$ cat src/rtl/pipe_register.sv
// Elastic pipeline register: DEPTH stages, each with a valid bit and data,
// valid/ready handshakes at both ends, with bubble collapsing and a synchronous flush.
module pipe_register #(
  parameter int               WIDTH       = 32,
  parameter int               DEPTH       = 2,
  parameter logic [WIDTH-1:0] RESET_VALUE = '0
) (
  input  logic                         clk,
  input  logic                         reset,
  input  logic                         flush,
  input  logic                         in_valid,
  input  logic [WIDTH-1:0]             in_data,
  output logic                         in_ready,
  output logic                         out_valid,
  output logic [WIDTH-1:0]             out_data,
  input  logic                         out_ready,
  output logic [$clog2(DEPTH+1)-1:0]   count
);

  localparam int CW = $clog2(DEPTH+1);

  logic [DEPTH-1:0] valid_q, valid_d;
  logic [DEPTH-1:0] free;
  logic [DEPTH-1:0] src_valid;
  logic [WIDTH-1:0] data_q   [DEPTH];
  logic [WIDTH-1:0] data_d   [DEPTH];
  logic [WIDTH-1:0] src_data [DEPTH];
  logic [CW-1:0]    count_q, count_d;
  logic             in_fire;

  // free[i]: stage i can take a new item this cycle (empty, or its item moves on).
  always_comb begin
    logic free_down;
    free_down = out_ready;
    free      = '0;
    for (int i = DEPTH - 1; i >= 0; i--) begin
      free[i]   = ~valid_q[i] | free_down;
      free_down = free[i];
    end
  end

  assign in_ready = free[0] & ~flush;
  assign in_fire  = in_valid & in_ready;

  for (genvar gi = 0; gi < DEPTH; gi++) begin : g_src
    if (gi == 0) begin : g_head
      assign src_valid[gi] = in_fire;
      assign src_data[gi]  = in_data;
    end else begin : g_body
      assign src_valid[gi] = valid_q[gi-1];
      assign src_data[gi]  = data_q[gi-1];
    end
  end

  always_comb begin
    valid_d = valid_q;
    for (int i = 0; i < DEPTH; i++) begin
      data_d[i] = data_q[i];
    end
    if (flush) begin
      valid_d = '0;
    end else begin
      for (int i = 0; i < DEPTH; i++) begin
        if (free[i]) begin
          valid_d[i] = src_valid[i];
          // Data only moves with a valid item so idle stages keep their last value.
          if (src_valid[i]) begin
            data_d[i] = src_data[i];
          end
        end
      end
    end
    count_d = '0;
    for (int i = 0; i < DEPTH; i++) begin
      count_d = count_d + CW'(valid_d[i]);
    end
  end

  always_ff @(posedge clk) begin
    if (!reset) begin
      valid_q <= '0;
      count_q <= '0;
      for (int i = 0; i < DEPTH; i++) begin
        data_q[i] <= RESET_VALUE;
      end
    end else begin
      valid_q <= valid_d;
      count_q <= count_d;
      for (int i = 0; i < DEPTH; i++) begin
        data_q[i] <= data_d[i];
      end
    end
  end

  assign out_valid = valid_q[DEPTH-1];
  assign out_data  = data_q[DEPTH-1];
  assign count     = count_q;

endmodule

$ cat config.mk
export PLATFORM = sky130hd
export DESIGN_NAME = pipe_register
export DESIGN_NICKNAME = d
export VERILOG_FILES = /design/src/rtl/pipe_register.sv
export SDC_FILE = /design/constraint.sdc
export NUM_CORES = 1
export LEC_CHECK = 0
export BUFFER_PORTS_ARGS = -buffer_cell sky130_fd_sc_hd__buf_2
export CORE_ASPECT_RATIO = 1.5
export CORE_MARGIN = 1.5
export CORE_UTILIZATION = 45
export DETAILED_ROUTE_END_ITERATION = 8
export GPL_TIMING_DRIVEN = 0
export HOLD_SLACK_MARGIN = 0.03
export MAX_ROUTING_LAYER = met4
export PLACE_DENSITY = 0.71
export SLEW_MARGIN = 5
export SYNTH_ARGS = -nofsm -noshare
export SYNTH_HDL_FRONTEND = slang
export SYNTH_SLANG_ARGS = --single-unit
$ cat constraint.sdc
create_clock -name clk -period 2.1 [get_ports clk]
set_clock_uncertainty 0.2 [all_clocks]
set_input_delay 0.105 -clock clk [delete_from_list [all_inputs] [get_ports clk]]
set_output_delay 0.105 -clock clk [all_outputs]
set_load 0.02 [all_outputs]
Word-level counts from Yosys, hierarchy flattened. Memory sizes are Yosys's and may differ from the RTL's. Index checks and enable logic that the tools add are counted.

$add $sub $neg: 1. Multiplexer cells: 12. Bitwise operators: 9.

Operators with widths (count): 32-bit two-way mux (6); 64-bit two-way mux (1); 1-bit two-way mux (4); 1-bit bitwise OR (4); 1-bit inverter (3); 1-bit by 1-bit adder with 2-bit output (1); 1-bit AND (2); 2-bit two-way mux (1).

Bits in registers: 4. Memory bits (writable): 64. Bits of input ports: 37. Output and inout bits: 36. Logic and storage cells: 25. Memories kept: 1.

Memories: data_q (depth 2, width 32, read ports 2, clocked after Yosys merged registers in 0, write ports 2, RTL line 25) `logic [WIDTH-1:0] data_q [DEPTH];`.

Logic depth before layout (Yosys ltp). Gate-level depths: netlist (run 1).

Word-level depth: 9. Gate-level depth with buffers: 7.

Worst setup path after synthesis (run 1). Ideal clock, no wire load.

Kind: register -> register. Start point: register valid_q[1]. End point: register count_q[0] (netlist: count[0]). Setup time: 0.115 ns. Data arrival time: 1.426 ns. Data required time: 1.785 ns. Setup slack: 0.359 ns. Cell stages (with the launch flop): 8. Clock period less this slack: 1.741 ns. Path through: dfxtp_1 -> nor2b_4 -> buf_6 -> buf_2 -> a21oi_1 -> nor2_1 -> ha_1 -> and2_1.

Word-level cells in the longest chain between the ends: 8.

Ends and longest elaborated chain: from (decl) (RTL line 22) `logic [DEPTH-1:0] valid_q, valid_d;`; from (signal assigned) (RTL line 87) `valid_q <= valid_d;`; 1-bit inverter * (RTL line 37) `free[i] = ~valid_q[i] | free_down;`; 1-bit bitwise OR * (2 in series) (RTL line 37); 1-bit AND (RTL line 42) `assign in_ready = free[0] & ~flush;`; 1-bit AND (RTL line 43) `assign in_fire = in_valid & in_ready;`; 1-bit two-way mux * (RTL line 64) `if (free[i]) begin`; 2-bit two-way mux * (RTL line 60) `if (flush) begin`; net valid_d[0] (RTL line 22); 1-bit by 1-bit adder with 2-bit output * (RTL line 75) `count_d = count_d + CW'(valid_d[i]);`; net count_d[0] (RTL line 28) `logic [CW-1:0] count_q, count_d;`; to (signal assigned) (RTL line 88) `count_q <= count_d;`; to (decl) (RTL line 28).

The timed path passes the listed nets; every way through them passes the cells marked *. A chain may end at the register's enable or synchronous reset.

==> results of run 1 <==
[cells by family after synthesis]
family | count (synthesis) | synth area share, %
compound gates | 68 | 14.3
fa+ha+maj | 1 | 0.414
buf+inv | 62 | 14.1
flops | 68 | 45.0
mux | 32 | 10.6
simple gates | 106 | 15.6
[cells in the mapped netlist, drive strengths merged]
| library cell | instances |
|---|---|
| nor2b | 2 |
| inv | 1 |
| ha | 1 |
| nor3b | 1 |
| a21oi | 4 |
| dfxtp | 68 |
| and2 | 3 |
| nor2 | 1 |
| nand2b | 2 |
| clkbuf | 16 |
| mux2i | 32 |
| buf | 45 |
| nand3 | 32 |
| o21ai | 32 |
| a21boi | 32 |
| nand2 | 64 |
| or2b | 1 |
[what timing repair did]
| action | CTS | global route |
|---|---|---|
| buffers inserted | 0 | 0 |
| resized for setup | 0 | 0 |
| endpoints found under the hold margin | 34 | 0 |
| hold buffers | 36 | 0 |
[flip-flops by register name, summed over array words and instances, names as in the netlist]
signal / count
data_q: 64
count: 2
valid_q: 2
[final cells by class]
class	count	area (um2)	share of cell area, %
sequential	68	1360	33.9
multi-input combinational	207	1230	30.7
timing repair buffer	107	716	17.8
buffer	61	424	10.6
clock buffer	10	128	3.18
tap	76	95.1	2.37
clock inverter	6	55.1	1.37
inverter	1	3.75	0.0934
[power breakdown]
part	internal (mW)	total (mW)	switching, mW
Sequential	1.33	1.35	0.0192
Clock	0.537	1.02	0.486
Combinational	0.143	0.263	0.121
Total	2.01	2.63	0.626
[layer usage]
layer | vias up | wire [um] | global-route usage (%)
met1 | 1177 | 2790 | 20.7
met4 | 0 | 156 | 8.73
met5 | - | 0 | -
li1 | 1329 | - | -
met2 | 56 | 3550 | 35.2
met3 | 15 | 307 | 6.10
[through the flow]
stage                     util (%)  power [mW]
after floorplan                  -        1.51
after global placement        53.6        1.59
after detailed placement      53.6        1.59
after CTS                     61.9        2.66
after global routing          61.9        2.75
final                         61.9        2.63
[worst paths after layout]
path / startpoint / endpoint / slack (ns)
worst max-delay path: flush / data_q[0][31] / 0.14
worst min-delay path: in_valid / count[1] / 0.08
worst max register to register: valid_q[1] / valid_q[0] / 0.16
worst min register to register: data_q[0][5] / data_q[0][5] / 0.26
[worst register-to-register path, stage by stage (launching register included)]
cell	delay, ns
dfxtp_1	0.35
nor2b_4	0.14
buf_6	0.14
buf_2	0.20
a21oi_1	0.11
nor3b_1	0.18
dlygate4sd3_1	0.57
==> impl_metrics.yaml, run 1 <==
synth:
  synth_fp_nets: 375
  synth_top_area_share_pct: 45.0
  syn_inst: 337
  ys_types: 23
  synth_area_per_cell_um2: 8.97
  synth_top_area_cell: "dfxtp_1"
  ys_seq_area_share_pct: 45.0
  ys_warn_count: 0
  ys_top_cells_by_area: "dfxtp_1 45%, mux2i_1 11%, buf_4 8.7%"
  ys_ff_latch: 68
  netlist_area_mm2: 0.00302
finish:
  fillerInstances: 631
  antenna_cells: 0
  final_nets: 493
  layout_common_cells: "77 x buf_2, 68 x dfxtp_1, 64 x nand2_1"
  final_common_cell: "buf_2"
  fin_area_mm2: 0.00402
  drive_above_1_share_pct: 28.9
  layout.cells.non_filler: 536
  syn_to_final_growth_pct: 32.9
timing:
  slew_viol_final: 0
  worst_hold_slack_ns: 0.0792
  tightest_slew_ns: 0.498
  rsz0062_at_grt: "false"
  tns_ns: 0
  period_minus_slack_ns: 1.96
  finalSetupViolCount: 0
  layout_setup_ws_ns: 0.144
  hold_viol_final: 0
  slew_headroom_pct: 66.8
  fin_crit_sh_pct: 93.2
  fmax_ghz: 0.511
global_routing:
  grt_max_degree: 12
  grt-ovfl-total: 0
  grt_first_pass_wirelength_mm: 10.8
  antenna_found_initial: 0
  grt.total_usage_pct: 20.0
  grt_pass1_vias: 2428
clocking:
  path_clk_slew_ns: 0.07
  cts_tree: "built"
  cts_max_path_buffers: 2
  clk-insertion-delay-late_ns: 0.35
  root_buffer: "clkbuf_8"
  cts_buffers: 9
  numClockSinks: 68
  htreeDepth: 3
worst_setup_path:
  crit_family: "buffers and inverters"
  crit_buf_inv: 3
  path_common_cell: "dlygate4sd3_1"
  worstPathArrival_ns: 2.05
  cp-end-kind: "register"
  worstPathCellList: "dlygate4sd3_1 > buf_2 > nand2b_1 > a21oi_4 > mux2i_1 > dlygate4sd3_1"
  crit_cells: 6
  startpoint_type: "primary input"
  required_ns: 2.20
  slowest_delay_ns: 0.55
  r2r_cells: 6
  crit_fanout: 7
  crit_path_top_delay_cell: "dlygate4sd3_1"
  path_class: "in -> reg"
placement:
  place_area_mm2: 0.00347
  dp_hpwl_mm: 4.70
  place_worst_setup_slack_ns: 0.319
  placedCellCount: 484
  gp_congestion: 0.772
  io_buffers: 71
floorplan:
  coreArea_mm2: 0.00649
  ios: 73
  die_y_um: 103
  initial_core_util_pct: 46.6
  die-area_mm2: 0.00723
  die_width_um: 69.9
  row_count: 36
detailed_routing:
  drcViolationCount: 0
  ant_nets: 0
  vias_per_cell: 4.81
  drt-pass1-iter-count: 4
  drt_iter0_drc: 106
  wire_per_inst_um: 12.7
  via_count: 2577
  drt-total-wl_mm: 6.81
job:
  drv_cap: 0
power_and_ir_drop:
  power.density_mw_per_mm2: 656
  p_leak_nw: 1.78
  ir_drop_mv: 0.599
outcome:
  status: "complete, no violations"
min_path:
  min_path_type: "in -> reg"
  holdPathStages: 5
No activity file was read; power rests on OpenSTA's default activity.
==> inputs of run 2 (changes only) <==
--- a/config.mk
+++ b/config.mk
@@ -6,7 +6,7 @@
 export NUM_CORES = 1
 export LEC_CHECK = 0
 export BUFFER_PORTS_ARGS = -buffer_cell sky130_fd_sc_hd__buf_2
-export CORE_ASPECT_RATIO = 1.5
+export CORE_ASPECT_RATIO = 0.6
 export CORE_MARGIN = 1.5
 export CORE_UTILIZATION = 45
 export DETAILED_ROUTE_END_ITERATION = 8
==> impl_metrics.yaml, run 2 (synthesis gave the netlist of run 1 again) <==
min_path:
  min_path_type: "in -> reg"
job:
  drv_cap: 0
detailed_routing:
  drt_iter0_drc: 104
  ant_nets: 0
  drt-total-wl_mm: 7.11
  vias_per_cell: 4.78
  wl_met2_mm: 3.14
  drt-pass1-iter-count: 4
  via_count: 2598
  wire_per_inst_um: 13.1
  drcViolationCount: 0
  top_layer: "met4"
  wl_met1_mm: 3.49
  wl_met3_um: 422
finish:
  largest-register: "data_q"
  utilization_pct: 65.0
  antenna_cells: 0
  drive_above_1_share_pct: 28.9
  layout_common_cells: "76 x buf_2, 68 x dfxtp_1, 64 x nand2_1"
  syn_to_final_growth_pct: 35.5
  fillerInstances: 562
  largest_reg_flops: 64
  final_nets: 493
  fin_area_mm2: 0.00410
  final_common_cell: "buf_2"
global_routing:
  antenna_found_initial: 0
  grt.total_usage_pct: 22.1
  grt_max_degree: 12
  grt_pass1_vias: 2486
  grt_first_pass_wirelength_mm: 11.6
  grt-ovfl-total: 0
power_and_ir_drop:
  p_total_mw: 2.95
  p_leak_nw: 1.81
  power.density_mw_per_mm2: 719
  ir_drop_mv: 0.369
floorplan:
  die-area_mm2: 0.00724
  die_y_um: 66.5
  ios: 73
  coreArea_mm2: 0.00630
  row_count: 22
  initial_core_util_pct: 48.0
  die_width_um: 109
clocking:
  clk-insertion-delay-late_ns: 0.34
  cts_tree: "built"
  cts_max_path_buffers: 2
  numClockSinks: 68
  cts_buffers: 9
  cts_setup_buffers: 0
  root_buffer: "clkbuf_8"
  htreeDepth: 3
  path_clk_slew_ns: 0.07
placement:
  place_worst_setup_slack_ns: 0.302
  place_area_mm2: 0.00348
  io_buffers: 71
  gp_congestion: 0.764
  dp_hpwl_mm: 4.98
timing:
  period_minus_slack_ns: 2.00
  tns_ns: 0
  fmax_ghz: 0.500
  slew_headroom_pct: 65.8
  finalSetupViolCount: 0
  rsz0062_at_grt: "false"
  tightest_slew_ns: 0.514
  fin_crit_sh_pct: 95.2
  slew_viol_final: 0
  hold_viol_final: 0
  layout_setup_ws_ns: 0.101
worst_setup_path:
  cp-end-kind: "register"
  startpoint_type: "register"
  required_ns: 2.18
  path_class: "reg -> reg"
  worstPathArrival_ns: 2.07
  crit_fanout: 10
outcome:
  status: "complete, no violations"
## run 2: changes by cell type in the layout (fill, tap and decap cells not counted)
cell	delta
clkbuf_4	+1
clkinv_2	-4
buf_2	-1
bufinv_16	+2
clkbuf_8	+2
## run 2: final timing paths
kind | startpoint | endpoint | slack (ns) | depth (start not counted)
worst max-delay path | valid_q[1] | valid_q[0] | 0.10 | 6
worst min-delay path | out_ready | data_q[0][53] | 0.11 | 5
worst max register to register | valid_q[1] | valid_q[0] | 0.10 | 6
worst min register to register | data_q[0][4] | data_q[0][4] | 0.26 | 2
## run 2: report_power, final
part           switching [mW]  leakage, nW  internal (mW)  total (mW)
Sequential             0.0213        0.552           1.33        1.35
Clock                   0.478        0.127          0.853        1.33
Combinational           0.125         1.13          0.143       0.268
## run 2: layout make-up
type,count,area [um2],area share [%]
buffer,61,427,10.4
clock buffer,12,155,3.79
clock inverter,4,95.1,2.32
inverter,1,3.75,0.0916
multi-input combinational,207,1230,30.1
sequential,68,1360,33.2
tap,84,105,2.56
timing repair buffer,107,716,17.5
## run 2: routing by layer
layer,vias up,GRT usage [%]
li1,1332,-
met1,1181,28.9
met2,77,33.4
met3,8,6.16
met4,0,6.41
met5,-,-
## run 2: timing repair
| action | 4_1_cts | 5_1_grt |
|---|---|---|
| hold buffers | 36 | 0 |
| endpoints found under the hold margin | 34 | 0 |
| setup endpoints to repair | 0 | 1 |
| gates resized for setup | 0 | 1 |
## run 2: worst max-delay path: stages (launching register included)
cell and delay [ns]:
dfxtp_1 0.35, nor2b_4 0.15, buf_6 0.13, clkbuf_4 0.19
a21oi_1 0.09, nor3b_1 0.22, dlygate4sd3_1 0.60
## run 2: stage by stage
| stage | hold WS (ns) | cells |
|---|---|---|
| 6_report | 0.111 | 544 |
| 5_1_grt | 0.0993 | 544 |
| 4_1_cts | 0.0937 | 544 |
| 3_5_place_dp | 0.160 | 492 |
| 3_3_place_gp | 0.154 | 492 |
| 2_1_floorplan | -0.0189 | 337 |
